==> config.mk <==
export PLATFORM = sky130hd
export DESIGN_NAME = dm_access_arbiter
export DESIGN_NICKNAME = d
export VERILOG_FILES = /design/src/rtl/dm_access_arbiter.sv
export SDC_FILE = /design/constraint.sdc
export NUM_CORES = 1
export LEC_CHECK = 0
export ABC_AREA = 1
export ABC_CLOCK_PERIOD_IN_PS = 3400
export CORE_UTILIZATION = 35
export CTS_BUF_LIST = sky130_fd_sc_hd__clkbuf_8 sky130_fd_sc_hd__clkbuf_16
export CTS_CLUSTER_DIAMETER = 100
export DETAILED_ROUTE_END_ITERATION = 10
export GPL_TIMING_DRIVEN = 0
export PLACE_DENSITY = 0.75
export SLEW_MARGIN = 30
export SYNTH_ARGS = -nofsm -noshare
export SYNTH_HDL_FRONTEND = slang
export SYNTH_SLANG_ARGS = --single-unit
==> constraint.sdc <==
create_clock -name clk -period 3.4 [get_ports clk]
set_input_delay 0.34 -clock clk [delete_from_list [all_inputs] [get_ports clk]]
set_output_delay 0.34 -clock clk [all_outputs]
set_load 0.01 [all_outputs]
==> src/rtl/dm_access_arbiter.sv <==
// dm_access_arbiter
//   Shares the single port of a 16-word data memory between the main pipeline
//   (m_*) and a companion unit (c_*). Each access takes an IDLE (arbitrate)
//   cycle followed by exactly one ACCESS cycle. The result (rvalid/err) is
//   reported in the following IDLE cycle, which also arbitrates the next access.
//   Main has priority. The companion wins once it has lost MAX_WAIT arbitrations
//   in a row. MAX_WAIT = 0 gives the companion fixed priority.
// Ports
//   clk, reset                 clock; asynchronous active-high reset
//   m_req/m_we/m_addr/m_wdata  main request (held until m_gnt)
//   m_gnt/m_rvalid/m_rdata/m_err  main grant, read-return and error pulses
//   c_*                        same set for the companion unit
//   dm_rd/dm_wr/dm_addr/dm_wdata  memory port (memory writes on negedge clk)
//   dm_rdata                   combinational read data from the memory
module dm_access_arbiter #(
  parameter int DATA_W   = 32,
  parameter int ADDR_W   = 32,
  parameter int MAX_WAIT = 3
) (
  input  logic              clk,
  input  logic              reset,
  input  logic              m_req,
  input  logic              m_we,
  input  logic [ADDR_W-1:0] m_addr,
  input  logic [DATA_W-1:0] m_wdata,
  output logic              m_gnt,
  output logic              m_rvalid,
  output logic [DATA_W-1:0] m_rdata,
  output logic              m_err,
  input  logic              c_req,
  input  logic              c_we,
  input  logic [ADDR_W-1:0] c_addr,
  input  logic [DATA_W-1:0] c_wdata,
  output logic              c_gnt,
  output logic              c_rvalid,
  output logic [DATA_W-1:0] c_rdata,
  output logic              c_err,
  output logic              dm_rd,
  output logic              dm_wr,
  output logic [ADDR_W-1:0] dm_addr,
  output logic [DATA_W-1:0] dm_wdata,
  input  logic [DATA_W-1:0] dm_rdata
);

  localparam int CW = (MAX_WAIT > 0) ? $clog2(MAX_WAIT + 1) : 1;
  localparam logic [CW-1:0] WAIT_LIM = CW'(MAX_WAIT);

  typedef enum logic {IDLE, ACCESS} state_t;

  // Word-aligned and inside the 16-word (64-byte) memory.
  function automatic logic addr_ok(input logic [ADDR_W-1:0] a);
    return (a[1:0] == 2'b00) && (a < ADDR_W'(64));
  endfunction

  state_t            state;
  logic [CW-1:0]     wait_cnt;
  logic              win_c;
  logic              we_q;
  logic              ok_q;
  logic [DATA_W-1:0] rdata_p1;

  logic              pick_c;
  logic              sel_we;
  logic [ADDR_W-1:0] sel_addr;
  logic [DATA_W-1:0] sel_wdata;
  logic              sel_ok;

  always_comb begin
    pick_c    = c_req & (~m_req | (wait_cnt == WAIT_LIM));
    sel_we    = pick_c ? c_we    : m_we;
    sel_addr  = pick_c ? c_addr  : m_addr;
    sel_wdata = pick_c ? c_wdata : m_wdata;
    sel_ok    = addr_ok(sel_addr);
  end

  always_ff @(posedge clk or posedge reset) begin
    if (reset) begin
      state    <= IDLE;
      wait_cnt <= '0;
      win_c    <= 1'b0;
      we_q     <= 1'b0;
      ok_q     <= 1'b0;
      m_gnt    <= 1'b0;
      c_gnt    <= 1'b0;
      m_rvalid <= 1'b0;
      c_rvalid <= 1'b0;
      m_err    <= 1'b0;
      c_err    <= 1'b0;
      dm_rd    <= 1'b0;
      dm_wr    <= 1'b0;
      dm_addr  <= '0;
      dm_wdata <= '0;
    end else begin
      m_gnt    <= 1'b0;
      c_gnt    <= 1'b0;
      m_rvalid <= 1'b0;
      c_rvalid <= 1'b0;
      m_err    <= 1'b0;
      c_err    <= 1'b0;
      case (state)
        // Stage 0 -> 1: arbitrate and latch the winning request.
        IDLE: begin
          if (!c_req || pick_c)
            wait_cnt <= '0;
          else if (wait_cnt != WAIT_LIM)
            wait_cnt <= wait_cnt + CW'(1);
          if (m_req || c_req) begin
            state    <= ACCESS;
            win_c    <= pick_c;
            we_q     <= sel_we;
            ok_q     <= sel_ok;
            m_gnt    <= ~pick_c;
            c_gnt    <= pick_c;
            dm_rd    <= ~sel_we & sel_ok;
            dm_wr    <= sel_we & sel_ok;
            dm_addr  <= sel_addr;
            dm_wdata <= sel_wdata;
          end
        end
        // Stage 1 -> 2: close the memory cycle and report the outcome.
        ACCESS: begin
          state    <= IDLE;
          dm_rd    <= 1'b0;
          dm_wr    <= 1'b0;
          dm_addr  <= '0;
          dm_wdata <= '0;
          if (ok_q && !we_q) begin
            m_rvalid <= ~win_c;
            c_rvalid <= win_c;
          end
          if (!ok_q) begin
            m_err <= ~win_c;
            c_err <= win_c;
          end
        end
        default: state <= IDLE;
      endcase
    end
  end

  // Read data is only observed through the rvalid gating below, so it needs no reset.
  always_ff @(posedge clk) begin
    if (state == ACCESS && ok_q && !we_q)
      rdata_p1 <= dm_rdata;
  end

  assign m_rdata = m_rvalid ? rdata_p1 : '0;
  assign c_rdata = c_rvalid ? rdata_p1 : '0;

endmodule

==> reports/qor.csv <==
metric;value;unit
total_power;3.35;mW
numPortBuffers;301;
clk_path_buf_depth;2;
insertion_delay;0.36;ns
grt_max_degree;41;
r2r_cells;14;
yosys_warnings;0;
leakage;4.14;nW
path_class;reg2out;
ant_nets;0;
worst_slack;1.06;ns
grt_usage;21.9;%
ctsHtreeMaxLevel;3;
syn_nets;805;
drt_wl_total;16.7;mm
hold_class;in2async;
post_cts_buffers;0;
final_cell_mix;clkdlybuf4s50_1, nand2_1, inv_1;
finalSetupViolCount;0;
relSlewSlack;62.2;%
ir_worst_vdd;0.246;mV
start_kind;flop;
rsz0062_at_grt;no;
grt_overflow;0;
die_y;124;um
final_util;60.6;%
area.growth.synth_to_final;68.8;%
synthTopCellsByArea;dfrtp_1, edfxtp_1, nand2_1;
max_freq;427;MHz
rrSetupSlack;1.33;ns
drtIter0Drc;220;
synth_cells;638;
die_w;124;um
rr_startpoint;wait_cnt[0];
hold_violations;0;
clkSinkCount;110;
gp_congestion;0.865;
maxSlewViolCount;0;
tns;0;ns
die-area;0.0155;mm2
seq_area_frac_synth;55.6;%
drive_gt1_share;4.90;%
startpoint;m_rvalid;
rows;44;
numCtsBuffers;9;
firstDrtPassIters;4;
dp_hpwl;13.4;mm
antenna_found_initial;0;
outcome;finished clean;
syn_area_per_cell;8.21;um2
worstPathArrival;2.00;ns
nNetsFinal;1121;
ioPinCount;302;
cts_root_buf;clkbuf_16;
routedWlPerCell;14.6;um
yosys.area.top_type_share;37.3;%
vias;5256;
core_area;0.0146;mm2
start_util;35.9;%
fin_crit;2.34;ns
clk_pin_slew;0.08;ns
dp_slack;1.03;ns
synthDistinctLibCells;26;
first_global_vias;4961;
critPathMaxFanout;10;
viasPerCell;4.60;
cts_tree;built;
cp.required;3.06;ns
skew;0.0132;ns
synth_area_leader_cell;dfrtp_1;
r2r-end;ok_q;
postCtsHoldBufs;0;
grt_pass1_wl;26.4;mm
layout_commonest_cell;clkdlybuf4s50_1;
critPathCaptureType;output pin;
drv_cap;0;
drcViolationCount;0;
netlist_area;0.00524;mm2
cellPowerDensity;379;mW/mm2
ctsResizeCount;0;
antenna_cells;0;
synth-seq-cells;110;
worstMarginPinSlew;0.566;ns
period_share;68.8;%
## state kept, by name, indices dropped and copies added, names as in the netlist
register	cells
dm_rd	1
dm_wdata	32
c_rvalid	1
rdata_p1	32
dm_wr	1
c_gnt	1
m_err	1
we_q	1
state	1
dm_addr	32
win_c	1
wait_cnt	2
c_err	1
m_gnt	1
ok_q	1
m_rvalid	1
## worst max path at each step
stage                         endpoint  slack [ns]  depth (start not counted)
after global routing        m_rdata[2]        0.94                          4
final                       m_rdata[2]        1.06                          4
after floorplan            rdata_p1[0]        0.17                          2
after global placement     rdata_p1[5]       -0.64                          2
after detailed placement  dm_wdata[27]        1.03                          6
after CTS                   m_rdata[2]        0.98                          4
## power by group
part           switching (mW)  internal (mW)
Clock                   0.511          0.584
Sequential             0.0611           1.46
Combinational           0.314          0.415
Total                   0.886           2.46
## metal layers
metal  GRT usage, %  share of wire [%]  up-vias
met5              0                  0        -
met4           8.65                2.8        0
met3           5.03                7.2       33
met2           37.8                 50      234
met1           26.4                 40     2375
li1               -                  -     2614
## worst max-delay path, cell delays in order, from the launching register on
cell	delay, ns
dfrtp_1	0.48
clkbuf_1	0.40
nand2_1	0.16
inv_1	0.08
clkdlybuf4s50_1	0.54
## final cells by class
type	instances	area (um2)
fillers	1323	5740
plain buffers	34	184
flip-flops and latches	110	2910
repair buffers	305	3060
inverters	99	377
well taps	184	230
clock inverters	7	81.3
clock buffers	9	225
multi-input cells	395	1780
## cell families after synthesis
family | count (synthesis) | synth area share, %
AND/OR/NAND/NOR | 282 | 22.1
flip-flops | 110 | 55.6
multiplexers | 1 | 0.191
buffers and inverters | 133 | 10.6
adder cells (fa/ha/maj) | 1 | 0.239
AO/OA/AOI/OAI | 111 | 11.2
## metrics by stage
| step | hold slack (ns) | cell area [um2] | cells |
|---|---|---|---|
| after floorplan | 0.432 | 5240 | 638 |
| after global placement | 0.443 | 8480 | 1123 |
| after detailed placement | 0.458 | 8540 | 1127 |
| after CTS | 0.370 | 8840 | 1143 |
| after global routing | 0.387 | 8840 | 1143 |
| final | 0.355 | 8840 | 1143 |
## cells in the mapped netlist (all sizes together)
cell    instances
dfrtp          78
nand3           1
a22o            4
ha              1
nor4            2
clkbuf         19
o21bai          1
nor3            3
nand4           2
buf            15
o21ai         106
nor2           49
mux2i           1
nand2         207
nand3b         17
or2             1
edfxtp         32
inv            99
Power figures use the tool's default switching activity.
